**src/rtl/aes_tag_finalize.sv**
```systemverilog
// GCM tag finalization: T = ((S ^ L) * H) ^ E(K,J0) using a digit-serial GF(2^128) multiply.
// Define TAG_COMPARE_EN to add the decrypt-path tag comparison (i_expected_tag / o_auth_fail).
module aes_tag_finalize #(
  parameter int unsigned DIGIT_BITS = 8
) (
  input  logic         clk,
  input  logic         rst,
  input  logic [127:0] i_cipher_text,
  input  logic [2:0]   i_phase,
  input  logic         i_tag_ready,
  input  logic [127:0] i_tag,
  input  logic [127:0] i_h,
  input  logic [127:0] i_encrypted_j0,
  input  logic [127:0] i_instance_size,
  input  logic         i_tag_accept,
  output logic [127:0] o_cipher_text,
  output logic [2:0]   o_phase,
  output logic [127:0] o_tag,
  output logic         o_tag_valid,
  output logic         o_busy,
  output logic         o_overflow
`ifdef TAG_COMPARE_EN
  ,
  input  logic [127:0] i_expected_tag,
  output logic         o_auth_fail
`endif
);

  localparam int unsigned N  = 128 / DIGIT_BITS;
  localparam int unsigned CW = (N > 1) ? $clog2(N) : 1;
  localparam logic [127:0] R = {8'he1, 120'd0};

  typedef enum logic [1:0] {
    IDLE = 2'd0,
    MUL  = 2'd1,
    OUT  = 2'd2
  } state_t;

  state_t         state;
  logic [127:0]   x;
  logic [127:0]   v;
  logic [127:0]   z;
  logic [127:0]   j;
  logic [CW-1:0]  cnt;
  logic [127:0]   z_n;
  logic [127:0]   v_n;
`ifdef TAG_COMPARE_EN
  logic [127:0]   exp_tag;
`endif

  // Vector bit 127 is the x^0 coefficient, so X is consumed from the top and V shifts toward bit 0.
  always_comb begin
    z_n = z;
    v_n = v;
    for (int k = 0; k < int'(DIGIT_BITS); k++) begin
      if (x[127-k]) z_n = z_n ^ v_n;
      v_n = v_n[0] ? ((v_n >> 1) ^ R) : (v_n >> 1);
    end
  end

  // Passthrough pipeline register, independent of the tag FSM.
  always_ff @(posedge clk) begin
    if (rst) begin
      o_cipher_text <= '0;
      o_phase       <= '0;
    end else begin
      o_cipher_text <= i_cipher_text;
      o_phase       <= i_phase;
    end
  end

  always_ff @(posedge clk) begin
    if (rst) begin
      state       <= IDLE;
      x           <= '0;
      v           <= '0;
      z           <= '0;
      j           <= '0;
      cnt         <= '0;
      o_tag       <= '0;
      o_tag_valid <= 1'b0;
      o_busy      <= 1'b0;
      o_overflow  <= 1'b0;
`ifdef TAG_COMPARE_EN
      exp_tag     <= '0;
      o_auth_fail <= 1'b0;
`endif
    end else begin
      case (state)
        IDLE: begin
          if (i_tag_ready) begin
            x      <= i_tag ^ i_instance_size;
            v      <= i_h;
            z      <= '0;
            j      <= i_encrypted_j0;
            cnt    <= '0;
`ifdef TAG_COMPARE_EN
            exp_tag <= i_expected_tag;
`endif
            state  <= MUL;
            o_busy <= 1'b1;
          end
        end
        MUL: begin
          z   <= z_n;
          v   <= v_n;
          x   <= x << DIGIT_BITS;
          cnt <= cnt + CW'(1);
          if (cnt == CW'(N - 1)) begin
            o_tag       <= z_n ^ j;
            o_tag_valid <= 1'b1;
`ifdef TAG_COMPARE_EN
            o_auth_fail <= (z_n ^ j) != exp_tag;
`endif
            state       <= OUT;
          end
          if (i_tag_ready) o_overflow <= 1'b1;
        end
        OUT: begin
          // A tag arriving alongside the accept is still dropped, not captured.
          if (i_tag_accept) begin
            o_tag_valid <= 1'b0;
            o_busy      <= 1'b0;
            state       <= IDLE;
          end
          if (i_tag_ready) o_overflow <= 1'b1;
        end
        default: begin
          state  <= IDLE;
          o_busy <= 1'b0;
        end
      endcase
    end
  end

endmodule

```
**config.mk**
```make
export PLATFORM = sky130hd
export DESIGN_NAME = aes_tag_finalize
export DESIGN_NICKNAME = d
export VERILOG_FILES = /design/src/rtl/aes_tag_finalize.sv
export SDC_FILE = /design/constraint.sdc
export NUM_CORES = 2
export LEC_CHECK = 0
export ABC_AREA = 1
export BUFFER_PORTS_ARGS = -buffer_cell sky130_fd_sc_hd__buf_4
export CAP_MARGIN = 20
export CORE_AREA = 2 2 358 360
export CTS_CLUSTER_SIZE = 8
export DETAILED_ROUTE_END_ITERATION = 10
export DIE_AREA = 0 0 360 362
export PLACE_DENSITY = 0.66
export SYNTH_ARGS = -nofsm -noshare
export SYNTH_HDL_FRONTEND = slang
export SYNTH_SLANG_ARGS = --single-unit
```
**constraint.sdc**
```tcl
create_clock -name clk -period 6.25 [get_ports clk]
set_clock_uncertainty 0.15 [all_clocks]
set_input_delay 0.9375 -clock clk [delete_from_list [all_inputs] [get_ports clk]]
set_output_delay 0.9375 -clock clk [all_outputs]
set_load 0.02 [all_outputs]
```
**After elaboration in Yosys (flattened, before gate mapping)**

Cells that the tools add are included.

- Multiply operators: 0
- Bitwise gates (word level): 19
- Div/mod/pow operators: 0
- Shifts and indexed selects: 0
- Equality and inequality tests: 6
- Multiplexer cells: 33
- Reduce and logical (&&, ||, !) cells: 11
- Magnitude comparators: 0
- $add $sub $neg: 1

Operators by type and width:

| operator | number |
|---|---|
| two-way mux 128 bit | 19 |
| XOR 128 bit | 10 |
| case mux 128 bit (2 select lines) | 3 |
| NOT 3 -> 4 bit | 8 |
| AND reduction 3 bit | 3 |
| case mux 4 bit (2 select lines) | 1 |
| AND reduction 2 bit | 4 |
| two-way mux 2 bit | 3 |
| inequality test 2 bit (second input constant) | 3 |
| case mux 2 bit (3 select lines) | 1 |
| adder 4 x 1 -> 4 bit (second input constant) | 1 |
| equality test 4 bit (second input constant) | 1 |
| two-way mux 4 bit | 1 |
| nonzero test 2 bit | 2 |
| two-way mux 1 bit | 3 |
| case mux 1 bit (3 select lines) | 1 |
| equality test 2 x 1 -> 1 bit (second input constant) | 1 |
| equality test 2 bit (second input constant) | 1 |
| zero test 2 bit | 1 |
| case mux 1 bit (2 select lines) | 1 |
| OR reduction 2 bit | 1 |
| NOT 1 bit | 1 |

- Logic and storage cells: 82
- Bits in latches: 0
- Memory bits (writable): 0
- Bits in read-only memories: 0
- Register bits: 780
- Input bits: 647
- Memories: 0

**Longest topological paths before layout**

- Word-level depth: 17
- Gate-level depth with buffers: 19

**Least setup slack after synthesis**

Ideal clock, no wire load.

- Path type: input to register
- From: input i_tag_ready
- To: register x[10]
- Library setup time: 110 ps
- Buffers on the path: 2
- Cell stages on the path: 8
- Path slack: 3967 ps
- Arrival time: 2023 ps
- Path through: nand2_1 nor2_2 inv_1 clkbuf_1 clkbuf_1 o221ai_1 nand2_1 inv_1

- Longest elaborated chain between the ends: 2

RTL lines:

| element | RTL line | source |
|---|---|---|
| from (decl) | 10 | `input logic i_tag_ready,` |
| inequality test 2 bit (no source line) | - |  |
| AND reduction 2 bit (no source line) | - |  |
| to (signal assigned) | 92 | `x <= i_tag ^ i_instance_size;` |
| to (signal assigned) | 107 | `x <= x << DIGIT_BITS;` |
| to (decl) | 40 | `logic [127:0] x;` |

No other way between the ends.
A chain may end at the register's enable or synchronous reset.

**Final worst setup path**

- From: register state[0]
- To: register z[72]

- Longest elaborated chain between the ends: 3
- Elaborated cells between the ends (all ways): 6
- Classes of those cells: eq/ne (2); mux (1); reduce/logical (3)

RTL lines:

| element | RTL line | source |
|---|---|---|
| from (decl) | 39 | `state_t state;` |
| from (signal assigned) | 74 | `state <= IDLE;` |
| from (signal assigned) | 100 | `state <= MUL;` |
| from (signal assigned) | 115 | `state <= OUT;` |
| equality test 2 x 1 -> 1 bit / zero test 2 bit (equally long branches) | 89 | `case (state)` |
| nonzero test 2 bit (no source line) / inequality test 2 bit (equally long branches) | - |  |
| AND reduction 2 bit (no source line) | - |  |
| to (signal assigned) | 105 | `z <= z_n;` |
| to (decl) | 42 | `logic [127:0] z;` |

Parallel ways exist; a longest one is shown, timed or not.

==> impl_metrics.tcl <==
set metrics [dict create \
    outcome "finished, final reports clean" \
    min_from "i_cipher_text[37]" \
    yosysUniqueCellTypes 34 \
    initial_utilization_pct 38.1 \
    grt_usage_pct 26.8 \
    drive_gt1_share_pct 14.6 \
    hpwlAfterDp_um 124000 \
    cp.buffers_inverters 3 \
    fmax_mhz 287 \
    grt_antenna_before_repair 16 \
    worstHoldEndpoint "o_cipher_text[37]" \
    drc 0 \
    clk_pin_slew_ps 50 \
    die_area_um2 130000 \
    coreArea_um2 127000 \
    num_vias 49000 \
    dr.pass1.iters 6 \
    synth_area_um2 48200 \
    setup_viol 0 \
    placed_cells 9590 \
    reg2reg_to "z[72]" \
    postCtsHoldBufs 0 \
    cp_slowest_cell "inv_8" \
    syn-num-nets 8136 \
    wl_um 182000 \
    hold_viol_final 0 \
    rr_worst_depth 8 \
    row_count 131 \
    cts_resized 0 \
    p_per_area_nw_per_um2 326 \
    hold_class "in -> reg" \
    yosysSeqAreaShare_pct 32.4 \
    portBuffers 908 \
    grt_pass1_wl_um 274000 \
    tightest_slew_ps 1260 \
    ant_nets 0 \
    place_congestion 0.876 \
    synthDominantCellAreaShare_pct 32.4 \
    synthToLayoutAreaGrowth_pct 21.3 \
    regArea_um2 15600 \
    critPathKind "reg -> reg" \
    multiInputGateArea_um2 27200 \
    tritoncts "yes" \
    die_h_um 362 \
    synthTopCellsByArea "dfxtp_1 32%, nand2_1 20%, xor2_1 7.9%, xnor2_1 7.7%, inv_1 6.8%" \
    ys_warn_count 0 \
    avgSynthCellArea_um2 6.45 \
    clock_path_buffers 3 \
    die_w_um 360 \
    first_iter_violations 3917 \
    fin_setup_tns_ps 0 \
    ios 909 \
    post-synth-top-area-cell "dfxtp_1" \
    arrival_ps 3980 \
    max_stage_delay_ps 780 \
    fin_crit_sh_pct 55.7 \
    ir_drop_mv 0.365 \
    postCtsSetupBuffers 0 \
    maxCapViolCount 0 \
    clock_sinks 780 \
    cts_root_buf "clkbuf_16" \
    fin_area_um2 58500 \
    required_ps 6750 \
    avgRoutedWirePerCell_um 18.7 \
    whs_path_depth 3 \
    final_nets 8691 \
    cts_max_level 3 \
    min_period_ps 3480 \
    power_leakage_nw 26.3 \
    grt_pass1_vias 46400 \
    cts_made_buffers 110 \
    relSlewSlack_pct 16.0 \
    via_per_inst 5.03 \
    final_cells 9736 \
    syn_inst 7485 \
    critical_path.top_delay_family "buffers and inverters" \
    path_cells "inv_1 > ha_1 > nand2_4 > o21ai_4 > inv_8 > buf_4 > nand2_1 > a21oi_1" \
    gr-total-overflow 0 \
    worstSkewPairLatency_ps 740 \
    grt_max_degree 167 \
    finalMaxSlewViolations 0 \
    crit_path_max_fanout 142 \
    placed_area_um2 55500 \
    nFillCells 12800 \
    cp-end-kind "flop" \
    ys_ff_latch 780 \
    rsz0062_at_grt "false" \
    start_kind "flop" \
    r2r_start "state[0]" \
    r2r_setup_slack_ps 2770 \
]
[final cells by class]
type,instances,area share (%)
diodes,8,0.0342
clock buffers,129,4.84
clock inverters,9,0.263
inverters,877,5.66
multi-input cells,5324,46.5
flip-flops and latches,780,26.7
well taps,1662,3.55
repair buffers,947,12.4
[per-stage QoR]
step                power, mW  util, %  setup WS, ps  hold WS [ps]
finish                   19.1     46.2          2770           253
CTS                      19.2     46.2          2830           193
floorplan                11.4        -          3970           291
detailed placement       13.6     43.8          2500           306
global route             20.3     46.2          2550           226
global placement         13.4     43.8          2530           300
[Yosys cell counts, drive strengths merged]
| library cell | number |
|---|---|
| o32ai | 1 |
| clkbuf | 365 |
| clkinv | 2 |
| xor2 | 456 |
| a31oi | 114 |
| nand2b | 3 |
| a21oi | 293 |
| nand2 | 2625 |
| nor2 | 448 |
| o211ai | 5 |
| nand3b | 27 |
| nand3 | 414 |
| nand4 | 3 |
| ha | 4 |
| dfxtp | 780 |
| a211oi | 1 |
| buf | 139 |
| a221oi | 5 |
| o21bai | 1 |
| o21ai | 275 |
| o221ai | 118 |
| or2 | 106 |
| xnor2 | 425 |
| inv | 875 |
[power breakdown]
part	total, mW	leakage [nW]	internal (mW)	switching, mW
registers	6.95	6.40	5.67	1.28
clock network	5.54	1.45	3.15	2.39
logic	6.61	18.5	2.30	4.31
total	19.1	26.3	11.1	7.97
[cell usage in the layout, fill, tap and decap left out, types with 2 or more instances in the layout]
| cell | instances |
|---|---|
| nand2_1 | 2606 |
| buf_4 | 935 |
| inv_1 | 871 |
| dfxtp_1 | 772 |
| nor2_1 | 445 |
| xor2_1 | 436 |
| xnor2_1 | 425 |
| nand3_1 | 414 |
| a21oi_1 | 293 |
| o21ai_0 | 274 |
| o221ai_1 | 118 |
| a31oi_1 | 114 |
| clkbuf_16 | 110 |
| or2_1 | 54 |
| or2_2 | 52 |
| nand3b_1 | 27 |
| xor2_2 | 20 |
| nand2_2 | 18 |
| clkbuf_1 | 18 |
| buf_12 | 11 |
| diode_2 | 8 |
| dfxtp_4 | 8 |
| o211ai_1 | 5 |
| a221oi_1 | 5 |
| nand4_1 | 3 |
| nand2b_1 | 3 |
| ha_1 | 3 |
| nor2_4 | 2 |
| inv_8 | 2 |
| clkinv_2 | 2 |
| clkinv_16 | 2 |
| clkinv_8 | 2 |
| inv_16 | 2 |
[tightest hold or removal path, stage by stage]
cell    delay [ps]
buf_4           80
inv_1           30
nor2_1          60
[metal layers]
layer / vias to the layer above / GRT usage [%] / part of all wire (%)
li1: 24000 / - / -
met1: 22700 / 32.3 / 40
met2: 1938 / 45.5 / 47
met3: 373 / 5.58 / 8.0
met4: 12 / 12.9 / 4.5
met5: - / 0 / 0.042
[state kept, by name, indices dropped and copies added (netlist names)]
| signal | cells |
|---|---|
| j | 128 |
| o_cipher_text | 128 |
| o_tag | 128 |
| v | 128 |
| x | 128 |
| z | 128 |
| cnt | 4 |
| o_phase | 3 |
| state | 2 |
| o_busy | 1 |
| o_overflow | 1 |
| o_tag_valid | 1 |
[cells by family (layout without fill, tap and decap cells)]
kind of cell	Yosys count	after routing	share of synthesized area, %
buf+inv	1381	1962	11.3
xor+xnor	881	881	16.3
flops	780	780	32.4
compound gates	813	813	9.74
other cells	0	8	0
simple gates	3626	3626	30.2
fa+ha+maj	4	4	0.104
[worst max path at each step]
stage                        to  slack (ps)  cells after the start   startpoint
after floorplan           x[10]        3970                      8  i_tag_ready
after global placement    z[78]        2530                      7  i_tag_ready
after detailed placement  z[56]        2500                      7  i_tag_ready
after CTS                 x[61]        2830                      9     state[1]
after global routing      x[54]        2550                      9     state[1]
final                     z[72]        2770                      8     state[0]
(Power assumes the default switching activity.)
